[config.mk]
export PLATFORM = sky130hd
export DESIGN_NAME = usb_fifo_tx
export DESIGN_NICKNAME = d
export VERILOG_FILES = /design/src/rtl/usb_fifo_tx.sv
export SDC_FILE = /design/constraint.sdc
export NUM_CORES = 1
export LEC_CHECK = 0
export CORE_UTILIZATION = 48
export CTS_BUF_LIST = sky130_fd_sc_hd__clkbuf_2
export DETAILED_ROUTE_END_ITERATION = 10
export PLACE_DENSITY_LB_ADDON = 0.05
export SYNTH_ARGS = -nofsm -noshare
export SYNTH_HDL_FRONTEND = slang
export SYNTH_SLANG_ARGS = --single-unit
[constraint.sdc]
create_clock -name clk -period 2.3 [get_ports clk]
set_input_delay 0.46 -clock clk [delete_from_list [all_inputs] [get_ports clk]]
set_output_delay 0.46 -clock clk [all_outputs]
set_load 0.02 [all_outputs]
[src/rtl/usb_fifo_tx.sv]
// Write side of a 245-style synchronous USB FIFO: claims the shared bus via req/gnt,
// inserts a turnaround cycle, then bursts stream words to the chip under usb_tx_full.
module usb_fifo_tx #(
  parameter int WIDTH     = 32,
  parameter int MAX_BURST = 64,
  parameter int COUNT_W   = 32
) (
  input  logic               clk,
  input  logic               rst,
  input  logic [WIDTH-1:0]   s_data,
  input  logic [3:0]         s_be,
  input  logic               s_valid,
  output logic               s_ready,
  output logic               bus_req,
  input  logic               bus_gnt,
  input  logic               usb_tx_full,
  output logic               usb_wren_l,
  output logic [WIDTH-1:0]   usb_data_o,
  output logic [3:0]         usb_be_o,
  output logic               usb_data_oe,
  output logic [COUNT_W-1:0] words_sent
);

  localparam int BC_W = $clog2(MAX_BURST + 1);
  localparam logic [BC_W-1:0] BURST_LAST = BC_W'(MAX_BURST - 1);

  typedef enum logic [2:0] {
    ST_IDLE,
    ST_REQ,
    ST_TURN,
    ST_WRITE,
    ST_RELEASE
  } state_t;

  state_t             state_q, state_d;
  logic               wren_l_q, wren_l_d;
  logic               oe_q, oe_d;
  logic               req_q, req_d;
  logic [WIDTH-1:0]   data_q, data_d;
  logic [3:0]         be_q, be_d;
  logic [BC_W-1:0]    burst_cnt_q, burst_cnt_d;
  logic [COUNT_W-1:0] words_q, words_d;
  logic               accept;
  logic               room_in_burst;

  assign accept        = (state_q == ST_WRITE) && !usb_tx_full;
  assign room_in_burst = burst_cnt_q < BURST_LAST;

  always_comb begin
    state_d     = state_q;
    data_d      = data_q;
    be_d        = be_q;
    burst_cnt_d = burst_cnt_q;
    words_d     = words_q;
    s_ready     = 1'b0;

    case (state_q)
      ST_IDLE: begin
        if (s_valid) state_d = ST_REQ;
      end
      ST_REQ: begin
        if (bus_gnt) state_d = ST_TURN;
      end
      ST_TURN: begin
        s_ready     = 1'b1;
        data_d      = s_data;
        be_d        = s_be;
        burst_cnt_d = '0;
        state_d     = ST_WRITE;
      end
      ST_WRITE: begin
        // While full the current word simply stays on the bus with the strobe low.
        if (accept) begin
          words_d     = words_q + COUNT_W'(1);
          burst_cnt_d = burst_cnt_q + BC_W'(1);
          s_ready     = room_in_burst;
          if (s_valid && room_in_burst) begin
            data_d = s_data;
            be_d   = s_be;
          end else begin
            state_d = ST_RELEASE;
          end
        end
      end
      ST_RELEASE: begin
        state_d = ST_IDLE;
      end
      default: begin
        state_d = ST_IDLE;
      end
    endcase

    // Bus-facing outputs are registered, so derive them from the state being entered.
    req_d    = (state_d != ST_IDLE);
    oe_d     = (state_d == ST_TURN) || (state_d == ST_WRITE);
    wren_l_d = (state_d != ST_WRITE);
  end

  always_ff @(posedge clk) begin
    if (rst) begin
      state_q     <= ST_IDLE;
      wren_l_q    <= 1'b1;
      oe_q        <= 1'b0;
      req_q       <= 1'b0;
      data_q      <= '0;
      be_q        <= '0;
      burst_cnt_q <= '0;
      words_q     <= '0;
    end else begin
      state_q     <= state_d;
      wren_l_q    <= wren_l_d;
      oe_q        <= oe_d;
      req_q       <= req_d;
      data_q      <= data_d;
      be_q        <= be_d;
      burst_cnt_q <= burst_cnt_d;
      words_q     <= words_d;
    end
  end

  assign bus_req     = req_q;
  assign usb_wren_l  = wren_l_q;
  assign usb_data_oe = oe_q;
  assign usb_data_o  = data_q;
  assign usb_be_o    = be_q;
  assign words_sent  = words_q;

endmodule

# Word-level counts from Yosys, hierarchy flattened
# Index checks and enable logic that the tools add are counted.
# word_totals
reg_bits	81
inputBits	41
output_inout_bits	72
elab_cells	44
# op_classes
addsub	2
n_lt_le_gt_ge	1
n_eq_ne	8
muxes	15
n_reduce_logical	10
# op_table
op	n
2-to-1 mux 32 bit	2
one-hot mux 32 bit (2 select lines)	1
adder 32 x 1 -> 32 bit, second input constant	1
one-hot mux 7 bit (2 select lines)	1
equality test 3 x 2 -> 1 bit, second input constant	4
2-to-1 mux 3 bit	4
one-hot mux 3 bit (4 select lines)	1
2-to-1 mux 4 bit	2
one-hot mux 4 bit (2 select lines)	1
adder 7 x 1 -> 7 bit, second input constant	1
< comparator 7 x 6 -> 1 bit, second input constant	1
2-to-1 mux 7 bit	1
AND reduction 2 bit	2
equality test 3 x 1 -> 1 bit, second input constant	1
zero test 3 bit	1
inequality test 3 x 2 -> 1 bit, second input constant	1
AND reduction 3 bit	1
nonzero test 3 bit	1
logical AND 1 bit	2
inequality test 2 x 1 -> 1 bit, second input constant	1
inequality test 2 bit, second input constant	1
one-hot mux 1 bit (2 select lines)	1
nonzero test 2 bit	1
zero test 1 bit	1
2 further kinds	2

# Depth between registers and ports, before layout
# Gate-level depths: netlist of run 1.
# logic_depth
word_depth	7
depth_mapped	6
ltp_nobuf	4

# Worst setup path before layout of run 1
# No wires, ideal clock.
# synth_path
path_kind	flip-flop to flip-flop
start	register words_q[13] (netlist: words_sent[13])
end	register words_q[31] (netlist: words_sent[31])
setup_ns	0.121
t_arrival_ns	2.014
required_ns	2.179
slack_ns	0.165
path_stages_with_launch	6
synth_period_minus_slack_ns	2.135
path_cell_list	dfxtp_1 -> nand4_2 -> or4_4 -> buf_6 -> nor4_1 -> mux2_2
# synth_via
elab_chain_cells	1
# synth_lines
item	line_no	text
from (decl)	42	logic [COUNT_W-1:0] words_q, words_d;
from (signal assigned)	117	words_q <= words_d;
adder 32 x 1 -> 32 bit	74	words_d = words_q + COUNT_W'(1);
# No other way between the ends.
# A chain may end at the register's enable or synchronous reset.

# Worst setup path in the final report of run 1
# layout_path
start	register burst_cnt_q[4]
end	output s_ready
# layout_via
elab_chain_cells	3
# layout_lines
item	line_no	text
from (decl)	41	logic [BC_W-1:0] burst_cnt_q, burst_cnt_d;
from (signal assigned)	116	burst_cnt_q <= burst_cnt_d;
< comparator 7 x 6 -> 1 bit	47	assign room_in_burst = burst_cnt_q < BURST_LAST;
2-to-1 mux 1 bit	73	if (accept) begin
one-hot mux 1 bit (2 select lines)	57	case (state_q)
to (decl)	13	output logic s_ready,
# No other way between the ends.

==> results of run 1 <==
==> kinds of logic (layout without fill, tap and decap cells) <==
family / count (synthesis) / after routing / share of synthesized area (%)
compound gates: 127 / 127 / 22.4
xor+xnor: 12 / 12 / 2.90
fa+ha+maj: 2 / 2 / 0.690
buf+inv: 40 / 168 / 4.83
flops: 81 / 81 / 44.8
mux: 3 / 3 / 0.932
simple gates: 150 / 150 / 23.5
==> metrics by stage <==
| step | utilization (%) | hold slack [ns] | setup TNS, ns |
|---|---|---|---|
| 2_1_floorplan | - | 0.481 | 0 |
| 5_1_grt | 70.1 | 0.213 | 0 |
| 6_report | 70.1 | 0.274 | 0 |
| 3_3_place_gp | 68.2 | 0.453 | -2.16 |
| 3_5_place_dp | 68.2 | 0.459 | -2.71 |
| 4_1_cts | 69.6 | 0.229 | 0 |
==> cell type report <==
class	count	area, µm²
fill	626	2180
inverter	6	22.5
multi-input combinational	294	1840
clock inverter	5	46.3
clock buffer	11	55.1
sequential	81	1630
timing repair buffer	146	1400
tap	99	124
==> final timing paths <==
kind / startpoint / to / slack [ns] / cells past startpoint
max: burst_cnt_q[4] / s_ready / 0.15 / 5
min: rst / words_sent[30] / 0.27 / 2
max reg2reg: words_sent[13] / words_sent[31] / 0.17 / 4
min reg2reg: usb_data_o[31] / usb_data_o[31] / 0.48 / 2
==> worst register-to-register path, delay by kind of cell (launching register included) <==
family / cells / cell delay [ns]
mux: 1 / 0.36
flops: 1 / 0.50
simple gates: 3 / 1.17
==> power groups by stage <==
stage	logic (µW)	clock network [µW]	registers, µW
2_1_floorplan	185	0	1560
3_3_place_gp	446	0	1510
3_5_place_dp	452	0	1510
4_1_cts	453	732	1480
5_1_grt	486	799	1490
6_report	449	711	1480
==> state kept, by name (all words and copies together), names as in the netlist <==
register and flops:
burst_cnt_q 7, bus_req 1, state_q 3, usb_be_o 4
usb_data_o 32, usb_data_oe 1, usb_wren_l 1, words_sent 32
==> routing by layer <==
metal | GRT usage [%] | wire length [µm] | vias up
met5 | 0 | 0 | -
met4 | 6.16 | 47 | 0
met3 | 8.68 | 652 | 5
met2 | 42.9 | 4760 | 95
met1 | 32.4 | 4250 | 1770
li1 | - | - | 1835
==> timing repair <==
item,4_1_cts,5_1_grt
pin swaps,0,0
buffers inserted,0,4
setup endpoints to repair,1,1
resized for setup,3,5
==> cell usage in the layout (no fill, tap or decap), drive strengths merged, types with 2 or more instances in the layout <==
| master | count |
|---|---|
| nand2 | 19 |
| inv | 6 |
| clkdlybuf4s50 | 110 |
| dfxtp | 81 |
| o21a | 2 |
| a21oi | 57 |
| and2 | 2 |
| a311oi | 2 |
| o31ai | 18 |
| xor2 | 7 |
| buf | 35 |
| o21ai | 3 |
| and3 | 4 |
| nor4 | 5 |
| mux2 | 3 |
| o41ai | 3 |
| clkinv | 4 |
| nor2 | 21 |
| ha | 2 |
| nor3 | 4 |
| or4 | 18 |
| or3 | 2 |
| nor2b | 4 |
| nand4 | 15 |
| nand3 | 46 |
| xnor2 | 5 |
| clkbuf | 11 |
| and4 | 5 |
| o211ai | 36 |
==> reports/metrics.json, run 1 <==
{
  "cts_root_buf": {"value": "sky130_fd_sc_hd__clkbuf_2"},
  "dp_slack": {"value": -0.201, "unit": "ns"},
  "cts.clk_slew.worst_paths": {"value": 0.20, "unit": "ns"},
  "share_seq_of_total_power": {"value": 56.1, "unit": "%"},
  "num_rows": {"value": 31},
  "first_iter_violations": {"value": 157},
  "numCtsBuffers": {"value": 9},
  "criticalPathCategory": {"value": "flop to output port"},
  "yosys_warnings": {"value": 0},
  "ys_ff_latch": {"value": 81},
  "finalCritPeriodShare": {"value": 93.5, "unit": "%"},
  "setup_viol_count_final": {"value": 0},
  "vias": {"value": 3705},
  "clock_sink_count": {"value": 81},
  "synth.lib_cells_used.distinct": {"value": 46},
  "areaGrowthSynthToFinish": {"value": 41.0, "unit": "%"},
  "worst_setup_path_end_kind": {"value": "output port"},
  "maxClockFrequency": {"value": 465, "unit": "MHz"},
  "grt_start_max_net_pins": {"value": 45},
  "avgViaCountPerCell": {"value": 5.77},
  "synth_cells": {"value": 415},
  "ys.flop_type": {"value": "sky130_fd_sc_hd__dfxtp_1"},
  "finalNonFillerCells": {"value": 642},
  "slew_headroom": {"value": 51.8, "unit": "%"},
  "chipWidth": {"value": 88.9, "unit": "µm"},
  "yosys.area.top_type": {"value": "sky130_fd_sc_hd__dfxtp_1"},
  "synthesis.nets": {"value": 458},
  "synth_common_cells": {"value": "sky130_fd_sc_hd__dfxtp_1 (81), sky130_fd_sc_hd__a21oi_1 (57), sky130_fd_sc_hd__nand3_1 (45)"},
  "rsz0062_at_grt": {"value": "no"},
  "clockPowerShare": {"value": 26.9, "unit": "%"},
  "n_antenna_cell": {"value": 0},
  "htreeDepth": {"value": 3},
  "post_synth.cell_area_avg": {"value": 8.73, "unit": "µm²"},
  "start_util": {"value": 49.7, "unit": "%"},
  "hold_viol_final": {"value": 0},
  "run_status": {"value": "complete, no violations"},
  "floorplan.core_area": {"value": 7290, "unit": "µm²"},
  "worstPathRequired": {"value": 1.84, "unit": "ns"},
  "power_switching": {"value": 741, "unit": "µW"},
  "route.detailed.wl_per_inst": {"value": 15.1, "unit": "µm"},
  "top_level_ports": {"value": 113},
  "cp_max_fo": {"value": 5},
  "synth-seq-area-share": {"value": 44.8, "unit": "%"},
  "final_period_minus_worst_setup_slack": {"value": 2.15, "unit": "ns"},
  "placedInstanceArea": {"value": 4970, "unit": "µm²"},
  "critical_path.max_stage_delay": {"value": 0.40, "unit": "ns"},
  "synth.cell_area": {"value": 3620, "unit": "µm²"},
  "max-cap-violations": {"value": 0},
  "grt_first_pass_wirelength": {"value": 15900, "unit": "µm"},
  "drt_wl_total": {"value": 9710, "unit": "µm"},
  "cts_tree": {"value": "yes"},
  "tightestPinTransition": {"value": 0.714, "unit": "ns"},
  "post-dp-hpwl": {"value": 6450, "unit": "µm"},
  "ctsLongestPathBuffers": {"value": 2},
  "power.ir.vdd_worst": {"value": 0.000306, "unit": "V"},
  "fin_nets": {"value": 581},
  "worstPathCellList": {"value": "nand4_1 -> nor2_1 -> nor3_1 -> o21a_1 -> dlygate4sd2_1"},
  "die_y": {"value": 88.9, "unit": "µm"},
  "min-delay-path-class": {"value": "primary input to flop"},
  "globalplace.congestion": {"value": 0.767},
  "cellLeakagePower": {"value": 0.00166, "unit": "µW"},
  "p_int": {"value": 1900, "unit": "µW"},
  "setup.worst_path.start_class": {"value": "flop"},
  "combinationalPowerShare": {"value": 17.0, "unit": "%"},
  "total_global_routing_track_utilization": {"value": 25.8, "unit": "%"},
  "yosys.area.top_type_share": {"value": 44.8, "unit": "%"},
  "post-route-drc-count": {"value": 0},
  "clkLatencyLatePin": {"value": 0.50, "unit": "ns"},
  "yosys.cell_count.top_type": {"value": "sky130_fd_sc_hd__dfxtp_1"},
  "critPathSlowestCell": {"value": "sky130_fd_sc_hd__dfxtp_2"},
  "die_area": {"value": 7900, "unit": "µm²"},
  "globalRouteOverflowTotal": {"value": 0},
  "cts-hold-fix-buffers": {"value": 0},
  "antenna_found_initial": {"value": 0},
  "slew_violations": {"value": 0},
  "crit_buf_inv": {"value": 1},
  "io_buffers": {"value": 112},
  "place_inst": {"value": 622},
  "power_per_cell_area": {"value": 517, "unit": "nW/µm²"},
  "ant_nets": {"value": 0},
  "final.setup_skew": {"value": 0.0244, "unit": "ns"},
  "worst_path_dominant_cell_family": {"value": "flip-flops"},
  "worst-endpoint-arrival": {"value": 1.69, "unit": "ns"},
  "setup_ws": {"value": 0.150, "unit": "ns"},
  "power": {"value": 2640, "unit": "µW"},
  "drtPass1Iterations": {"value": 4},
  "number_of_flops_mapped_to_enable_cells_by_yosys": {"value": 0},
  "drive_above_1_share": {"value": 12.5, "unit": "%"},
  "power_switching_share": {"value": 28.0, "unit": "%"},
  "post_synth_main_area_contributors": {"value": "sky130_fd_sc_hd__dfxtp_1 (45%), sky130_fd_sc_hd__a21oi_1 (7.9%), sky130_fd_sc_hd__o211ai_1 (7.5%)"},
  "postLayoutCellArea": {"value": 5110, "unit": "µm²"},
  "asyncSetResetFlopFracSynth": {"value": 0, "unit": "%"},
  "number_of_global_route_vias_before_repair": {"value": 3386}
}
Note: power is estimated with default switching activity, not from simulation.
==> inputs of run 2 (changes only) <==
Settings changed: GPL_TIMING_DRIVEN set to 1.
==> results of run 2 <==
Same layout as run 1: the final DEF is identical, and so are final timing and power.
==> inputs of run 3 (changes only) <==
Settings changed: SLEW_MARGIN set to 25.
==> results of run 3 <==
Same layout as run 1: the final DEF is identical, and so are final timing and power.
